File: config.mk
export PLATFORM = sky130hd
export DESIGN_NAME = roi_stream_extractor
export DESIGN_NICKNAME = d
export VERILOG_FILES = /design/src/rtl/roi_stream_extractor.sv
export SDC_FILE = /design/constraint.sdc
export NUM_CORES = 1
export LEC_CHECK = 0
export CAP_MARGIN = 40
export CORE_MARGIN = 8
export CORE_UTILIZATION = 42
export DETAILED_ROUTE_END_ITERATION = 6
export GPL_TIMING_DRIVEN = 0
export SETUP_SLACK_MARGIN = 0.2
export SLEW_MARGIN = 20
export SYNTH_ARGS = -nofsm -noshare
export SYNTH_HDL_FRONTEND = slang
export SYNTH_SLANG_ARGS = --single-unit
export TNS_END_PERCENT = 50
File: constraint.sdc
create_clock -name clk -period 21.5 [get_ports clk]
set_input_delay 4.3 -clock clk [delete_from_list [all_inputs] [get_ports clk]]
set_output_delay 4.3 -clock clk [all_outputs]
set_load 0.01 [all_outputs]
File: src/rtl/roi_stream_extractor.sv
// Crops a square window out of a raster pixel stream, optionally decimates it 2:1,
// and hands the result downstream through a show-ahead FIFO on a valid/ready stream.
module roi_stream_extractor #(
  parameter int unsigned IMG_WIDTH   = 64,
  parameter int unsigned IMG_HEIGHT  = 64,
  parameter int unsigned PIXEL_WIDTH = 8,
  parameter int unsigned FIFO_DEPTH  = 16
) (
  input  logic                   clk,
  input  logic                   rst,
  input  logic                   roi_load,
  input  logic [7:0]             roi_x,
  input  logic [7:0]             roi_y,
  input  logic [7:0]             roi_size,
  input  logic                   decim,
  input  logic                   frame_start,
  input  logic [PIXEL_WIDTH-1:0] pixel_in,
  input  logic                   pixel_valid,
  output logic [PIXEL_WIDTH-1:0] roi_pixel,
  output logic                   roi_valid,
  input  logic                   roi_ready,
  output logic                   roi_last,
  output logic                   busy,
  output logic                   done,
  output logic                   overflow,
  output logic                   roi_err
);

  localparam int unsigned CW   = $clog2(IMG_WIDTH);
  localparam int unsigned RW   = $clog2(IMG_HEIGHT);
  localparam int unsigned AW   = $clog2(FIFO_DEPTH);
  localparam int unsigned CNTW = AW + 1;
  localparam int unsigned GW   = 9;
  localparam int unsigned OW   = 2 * GW;
  localparam logic [GW-1:0] IMG_W9 = GW'(IMG_WIDTH);
  localparam logic [GW-1:0] IMG_H9 = GW'(IMG_HEIGHT);

  typedef enum logic [1:0] {S_IDLE, S_ARMED, S_STREAM, S_DRAIN} state_e;

  state_e state_q, state_d;

  logic [GW-1:0]   x_lo_q, x_hi_q, y_lo_q, y_hi_q;
  logic            decim_q;
  logic [OW-1:0]   n_out_q, out_cnt_q;
  logic [CW-1:0]   col_q;
  logic [RW-1:0]   row_q;
  logic [AW-1:0]   wr_ptr_q, rd_ptr_q;
  logic [CNTW-1:0] count_q;
  logic            overflow_q, done_q, err_q;
  logic            done_d, err_d;
  logic [PIXEL_WIDTH-1:0] mem_q [FIFO_DEPTH];

  // Geometry check and clipping, evaluated on the roi_load cycle
  logic [GW-1:0] x9_c, y9_c, size9_c, avail_w_c, avail_h_c, eff_w_c, eff_h_c;
  logic [GW-1:0] cols_c, rows_c;
  logic          geom_bad_c, load_ok_c;

  always_comb begin
    x9_c       = {1'b0, roi_x};
    y9_c       = {1'b0, roi_y};
    size9_c    = {1'b0, roi_size};
    avail_w_c  = IMG_W9 - x9_c;
    avail_h_c  = IMG_H9 - y9_c;
    eff_w_c    = (size9_c < avail_w_c) ? size9_c : avail_w_c;
    eff_h_c    = (size9_c < avail_h_c) ? size9_c : avail_h_c;
    cols_c     = decim ? ((eff_w_c + GW'(1)) >> 1) : eff_w_c;
    rows_c     = decim ? ((eff_h_c + GW'(1)) >> 1) : eff_h_c;
    geom_bad_c = (roi_size == 8'd0) || (x9_c >= IMG_W9) || (y9_c >= IMG_H9);
    load_ok_c  = roi_load && (state_q == S_IDLE) && !geom_bad_c;
  end

  // Raster position, window membership and FIFO handshakes
  logic          pix_fire_c, frame_end_c, in_win_c, phase_ok_c;
  logic          empty_c, full_c, pop_c, push_c, drop_c;
  logic [GW-1:0] col9_c, row9_c;

  always_comb begin
    col9_c      = GW'(col_q);
    row9_c      = GW'(row_q);
    pix_fire_c  = pixel_valid && (state_q == S_STREAM);
    frame_end_c = pix_fire_c && (col_q == CW'(IMG_WIDTH - 1)) && (row_q == RW'(IMG_HEIGHT - 1));
    phase_ok_c  = !decim_q || (((col_q[0] ^ x_lo_q[0]) == 1'b0) && ((row_q[0] ^ y_lo_q[0]) == 1'b0));
    in_win_c    = (col9_c >= x_lo_q) && (col9_c < x_hi_q) &&
                  (row9_c >= y_lo_q) && (row9_c < y_hi_q) && phase_ok_c;
    empty_c     = (count_q == '0);
    full_c      = (count_q == CNTW'(FIFO_DEPTH));
    pop_c       = !empty_c && roi_ready;
    push_c      = pix_fire_c && in_win_c && (!full_c || pop_c);
    drop_c      = pix_fire_c && in_win_c && full_c && !pop_c;
  end

  always_ff @(posedge clk) begin
    if (rst) state_q <= S_IDLE;
    else     state_q <= state_d;
  end

  always_comb begin
    state_d = state_q;
    case (state_q)
      S_IDLE:   if (load_ok_c)   state_d = S_ARMED;
      S_ARMED:  if (frame_start) state_d = S_STREAM;
      S_STREAM: if (frame_end_c) state_d = S_DRAIN;
      S_DRAIN:  if (empty_c)     state_d = S_IDLE;
      default:                   state_d = S_IDLE;
    endcase
  end

  always_comb begin
    busy      = (state_q != S_IDLE);
    done_d    = (state_q == S_DRAIN) && empty_c;
    err_d     = roi_load && (state_q == S_IDLE) && geom_bad_c;
    roi_valid = !empty_c;
    roi_pixel = empty_c ? '0 : mem_q[rd_ptr_q];
    roi_last  = !empty_c && (out_cnt_q == (n_out_q - OW'(1)));
  end

  assign done     = done_q;
  assign roi_err  = err_q;
  assign overflow = overflow_q;

  always_ff @(posedge clk) begin
    if (rst) begin
      x_lo_q     <= '0;
      x_hi_q     <= '0;
      y_lo_q     <= '0;
      y_hi_q     <= '0;
      decim_q    <= 1'b0;
      n_out_q    <= '0;
      out_cnt_q  <= '0;
      col_q      <= '0;
      row_q      <= '0;
      wr_ptr_q   <= '0;
      rd_ptr_q   <= '0;
      count_q    <= '0;
      overflow_q <= 1'b0;
      done_q     <= 1'b0;
      err_q      <= 1'b0;
    end else begin
      done_q <= done_d;
      err_q  <= err_d;
      if (load_ok_c) begin
        x_lo_q     <= x9_c;
        x_hi_q     <= x9_c + eff_w_c;
        y_lo_q     <= y9_c;
        y_hi_q     <= y9_c + eff_h_c;
        decim_q    <= decim;
        n_out_q    <= OW'(cols_c) * OW'(rows_c);
        out_cnt_q  <= '0;
        overflow_q <= 1'b0;
      end else if (pop_c) begin
        out_cnt_q <= out_cnt_q + OW'(1);
      end
      if (drop_c) overflow_q <= 1'b1;
      // Raster counters restart on frame_start; that cycle's pixel is not counted
      if ((state_q == S_ARMED) && frame_start) begin
        col_q <= '0;
        row_q <= '0;
      end else if (pix_fire_c) begin
        if (col_q == CW'(IMG_WIDTH - 1)) begin
          col_q <= '0;
          row_q <= row_q + RW'(1);
        end else begin
          col_q <= col_q + CW'(1);
        end
      end
      if (push_c) wr_ptr_q <= wr_ptr_q + AW'(1);
      if (pop_c)  rd_ptr_q <= rd_ptr_q + AW'(1);
      case ({push_c, pop_c})
        2'b10:   count_q <= count_q + CNTW'(1);
        2'b01:   count_q <= count_q - CNTW'(1);
        default: count_q <= count_q;
      endcase
    end
  end

  // FIFO storage needs no reset; roi_pixel is masked while empty
  always_ff @(posedge clk) begin
    if (push_c) mem_q[wr_ptr_q] <= pixel_in;
  end

endmodule

==> impl_metrics.env, run 1 <==
export IMPL_hold_buf_count_cts=0
export IMPL_grt_start_max_net_pins=17
export IMPL_netlist_area_mm2=0.0149
export IMPL_drive_above_1_share_pct=8.94
export IMPL_drt_drc_violations_left=0
export IMPL_synth_edff_count=128
export IMPL_num_antenna_cells=0
export IMPL_unrepaired_setup_endpoints_after_global_routing="no"
export IMPL_core_region_area_mm2=0.0353
export IMPL_clkSlewWorstSetupHoldPaths_ns=0.06
export IMPL_critical_path_startpoint_type="input pin"
export IMPL_max_slew_worst_pin_slew_ns=0.847
export IMPL_finalMaxSlewViolations=0
export IMPL_timing_slew_headroom_pct=43.3
export IMPL_min_path_type="reg2reg"
export IMPL_postSynth_asyncResetShare_pct=0
export IMPL_drt_initial_violations=515
export IMPL_cp_required_ns=21.90
export IMPL_ctsRootBufferMaster="sky130_fd_sc_hd__clkbuf_16"
export IMPL_worst_r2r_setup_slack_ns=17.94
export IMPL_total_switching_power_w=0.000539
export IMPL_routed_vias=10800
export IMPL_setup_slack_ns=8.61
export IMPL_internal_power_w=0.00102
export IMPL_number_of_standard_cells_after_synthesis=1450
export IMPL_fin_crit_ns=12.89
export IMPL_cell_with_the_largest_stage_delay_on_the_worst_path="sky130_fd_sc_hd__o21ai_0"
export IMPL_power_ir_vdd_worst_uv=59.9
export IMPL_numCtsBuffers=24
export IMPL_cp_endpoint="n_out_q[16]"
export IMPL_worst_r2r_cell_count=14
export IMPL_hold_slack_ns=0.458
export IMPL_cts_tree="done"
export IMPL_run_status="finished, final reports clean"
export IMPL_drt_wirelength_per_cell_um=18.0
export IMPL_die_height_um=205
export IMPL_crit_arrival_ns=13.29
export IMPL_placed_cell_area_mm2=0.0162
export IMPL_drv_max_cap_violation_count=0
export IMPL_max_freq_mhz=77.6
export IMPL_share_clk_of_total_power_pct=26.4
export IMPL_top_level_ports=53
export IMPL_fin_tns_setup_ns=0
export IMPL_report_final_setup_viol=0
export IMPL_die_area_mm2=0.0419
export IMPL_insertion_delay_ns=0.51
export IMPL_dieWidth_um=205
export IMPL_htreeDepth=1
export IMPL_cts_repair_timing_setup_buffer_count=0
export IMPL_synth_cell_type_count=86
export IMPL_startpoint="roi_y[3]"
export IMPL_synth_flop_cell="sky130_fd_sc_hd__edfxtp_1"
export IMPL_comb_power_share_pct=42.2
export IMPL_post_synth_cell_area_avg_um2=10.3
export IMPL_ys_warnings_count=0
export IMPL_ctsResizeCount=0
export IMPL_dp_hpwl_um=28600
export IMPL_layout_core_utilization_pct=48.3
export IMPL_tritoncts_num_sinks=233
export IMPL_finClkSkew_ns=0.0144
export IMPL_powerDensity_mw_per_mm2=91.4
export IMPL_power_share_switching_pct=34.6
export IMPL_path_max_fanout=8
export IMPL_start_util_pct=42.3
export IMPL_max_stage_delay_ns=0.65
export IMPL_final_wtd_congestion=0.857
export IMPL_synth_seq_area_share_pct=39.8
export IMPL_clk_path_buf_depth=3
export IMPL_critical_path_reg2reg_startpoint="col_q[0]"
export IMPL_crit_reg2reg_capture="count_q[4]"
export IMPL_final_period_utilization_pct=60.0
export IMPL_globalRouteTotalUtil_pct=17.7
export IMPL_critical_path_endpoint_type="register"
export IMPL_nets=1763
export IMPL_antenna_found_initial=0
export IMPL_dp_slack_ns=8.27
export IMPL_layout_cells_most_common="sky130_fd_sc_hd__nand2_1"
export IMPL_flow_area_growth_from_synthesis_pct=14.0
export IMPL_via_count_of_the_first_global_routing_pass=11100
export IMPL_grt_pass1_wl_um=59300
export IMPL_port_buffer_count=50
export IMPL_critical_path_class="in2reg"
export IMPL_antenna_violating_nets_post_route=0
export IMPL_std_cell_rows=69
export IMPL_layout_common_cells="sky130_fd_sc_hd__nand2_1 (142), sky130_fd_sc_hd__nor2_1 (135), sky130_fd_sc_hd__edfxtp_1 (128)"
export IMPL_avgViaCountPerCell=5.29
export IMPL_design_area_mm2=0.0170
export IMPL_detail_route_wirelength_um=36800
export IMPL_fill_cells=3272
export IMPL_postSynthRegisterBits=233
export IMPL_seqPwrFrac_pct=31.4
export IMPL_globalRouteOverflowTotal=0
export IMPL_worst_path_most_repeated_cell="sky130_fd_sc_hd__fa_1"
export IMPL_finalHoldViolations=0
export IMPL_p_leak_nw=6.56
export IMPL_firstDrtPassIters=5
==> power groups by stage <==
stage | registers (W) | logic [W] | clock network [W]
5_1_grt | 0.000491 | 0.000748 | 0.000439
3_3_place_gp | 0.000499 | 0.000647 | 0
3_5_place_dp | 0.000499 | 0.000659 | 0
2_1_floorplan | 0.000496 | 0.000495 | 0
6_report | 0.000489 | 0.000657 | 0.000410
4_1_cts | 0.000489 | 0.000665 | 0.000421
==> synth_stat cells, drive strengths merged (37+ instances only) <==
cell type  count  area share (%)
dfxtp        105              14
o21ai         51             1.7
xor2          40             2.3
clkbuf        37            0.93
fa            53             7.1
xnor2         49             2.9
nor2         137             3.5
mux4          43             6.5
a21oi         80             2.7
inv          128             3.2
nand2        143             3.6
nand3         39             1.3
edfxtp       128              26
ha           111             9.3
==> worst max-delay path: cells and delay by family <==
family | cells | cell delay, ns
compound gates | 8 | 2.72
fa+ha+maj | 7 | 3.13
buf+inv | 4 | 0.74
mux | 1 | 0.26
xor+xnor | 1 | 0.14
simple gates | 9 | 2.00
==> worst min-delay path by stage <==
stage                endpoint  cells after the start  startpoint  slack [ns]
global placement    x_hi_q[7]                      2   x_hi_q[7]        0.44
CTS                 y_lo_q[3]                      2   y_lo_q[3]        0.46
finish              y_lo_q[2]                      2   y_lo_q[2]        0.46
detailed placement  y_lo_q[3]                      2   y_lo_q[3]        0.45
floorplan           x_hi_q[0]                      2   x_hi_q[0]        0.43
global route        y_lo_q[3]                      2   y_lo_q[3]        0.47
==> layer usage <==
metal	share of wire (%)	GRT usage, %	up-vias
met5	0	0	-
met4	2.4	5.04	0
met3	3.5	1.77	57
met2	51	32.5	185
met1	43	21.6	5206
li1	-	-	5333
==> layout make-up <==
type | instances | area, µm² | share of cell area, %
clock inverter | 10 | 81.3 | 0.477
buffer | 48 | 200 | 1.17
inverter | 129 | 484 | 2.84
tap | 461 | 577 | 3.38
timing repair buffer | 69 | 653 | 3.83
multi-input combinational | 1055 | 8390 | 49.2
clock buffer | 34 | 711 | 4.17
sequential | 233 | 5950 | 34.9
==> registers in the layout (all words and copies together), names as in the netlist, named ones only <==
name	count
row_q	6
mem_q	128
out_cnt_q	18
rd_ptr_q	4
overflow	1
x_hi_q	9
wr_ptr_q	4
x_lo_q	8
state_q	2
done	1
col_q	6
y_lo_q	8
roi_err	1
y_hi_q	9
n_out_q	18
count_q	5
decim_q	1
==> metrics by stage <==
stage	cells	power [W]
floorplan	1465	0.000991
global placement	1976	0.00115
detailed placement	1989	0.00116
CTS	2033	0.00158
global route	2039	0.00168
finish	2039	0.00156
==> cells by family (layout without fill, tap and decap cells) <==
| logic type | Yosys count | after routing | synth area share [%] |
|---|---|---|---|
| compound gates | 235 | 235 | 10.1 |
| other cells | 2 | 17 | 0.0503 |
| fa+ha+maj | 164 | 164 | 16.4 |
| mux | 63 | 63 | 7.85 |
| xor+xnor | 89 | 89 | 5.22 |
| flops | 233 | 233 | 39.8 |
| simple gates | 487 | 487 | 16.0 |
| buf+inv | 177 | 290 | 4.58 |
Note: power is estimated with default switching activity, not from simulation.
==> run 2: changes to the inputs <==
==> constraint.sdc (replaced) <==
create_clock -name clk -period 12.3 [get_ports clk]
set_input_delay 2.46 -clock clk [delete_from_list [all_inputs] [get_ports clk]]
set_output_delay 2.46 -clock clk [all_outputs]
set_load 0.01 [all_outputs]
==> results of run 2 <==
Same layout as run 1 (identical final DEF). Status: finished, final reports clean.
Main changes from that run: setup slack after placement 8.27 ns -> 0.910 ns; setup slack after layout 8.61 ns -> 1.25 ns; register-to-register setup slack 17.94 ns -> 8.74 ns; total power 0.00156 W -> 0.00272 W; worst IR drop on VDD 59.9 µV -> 105 µV
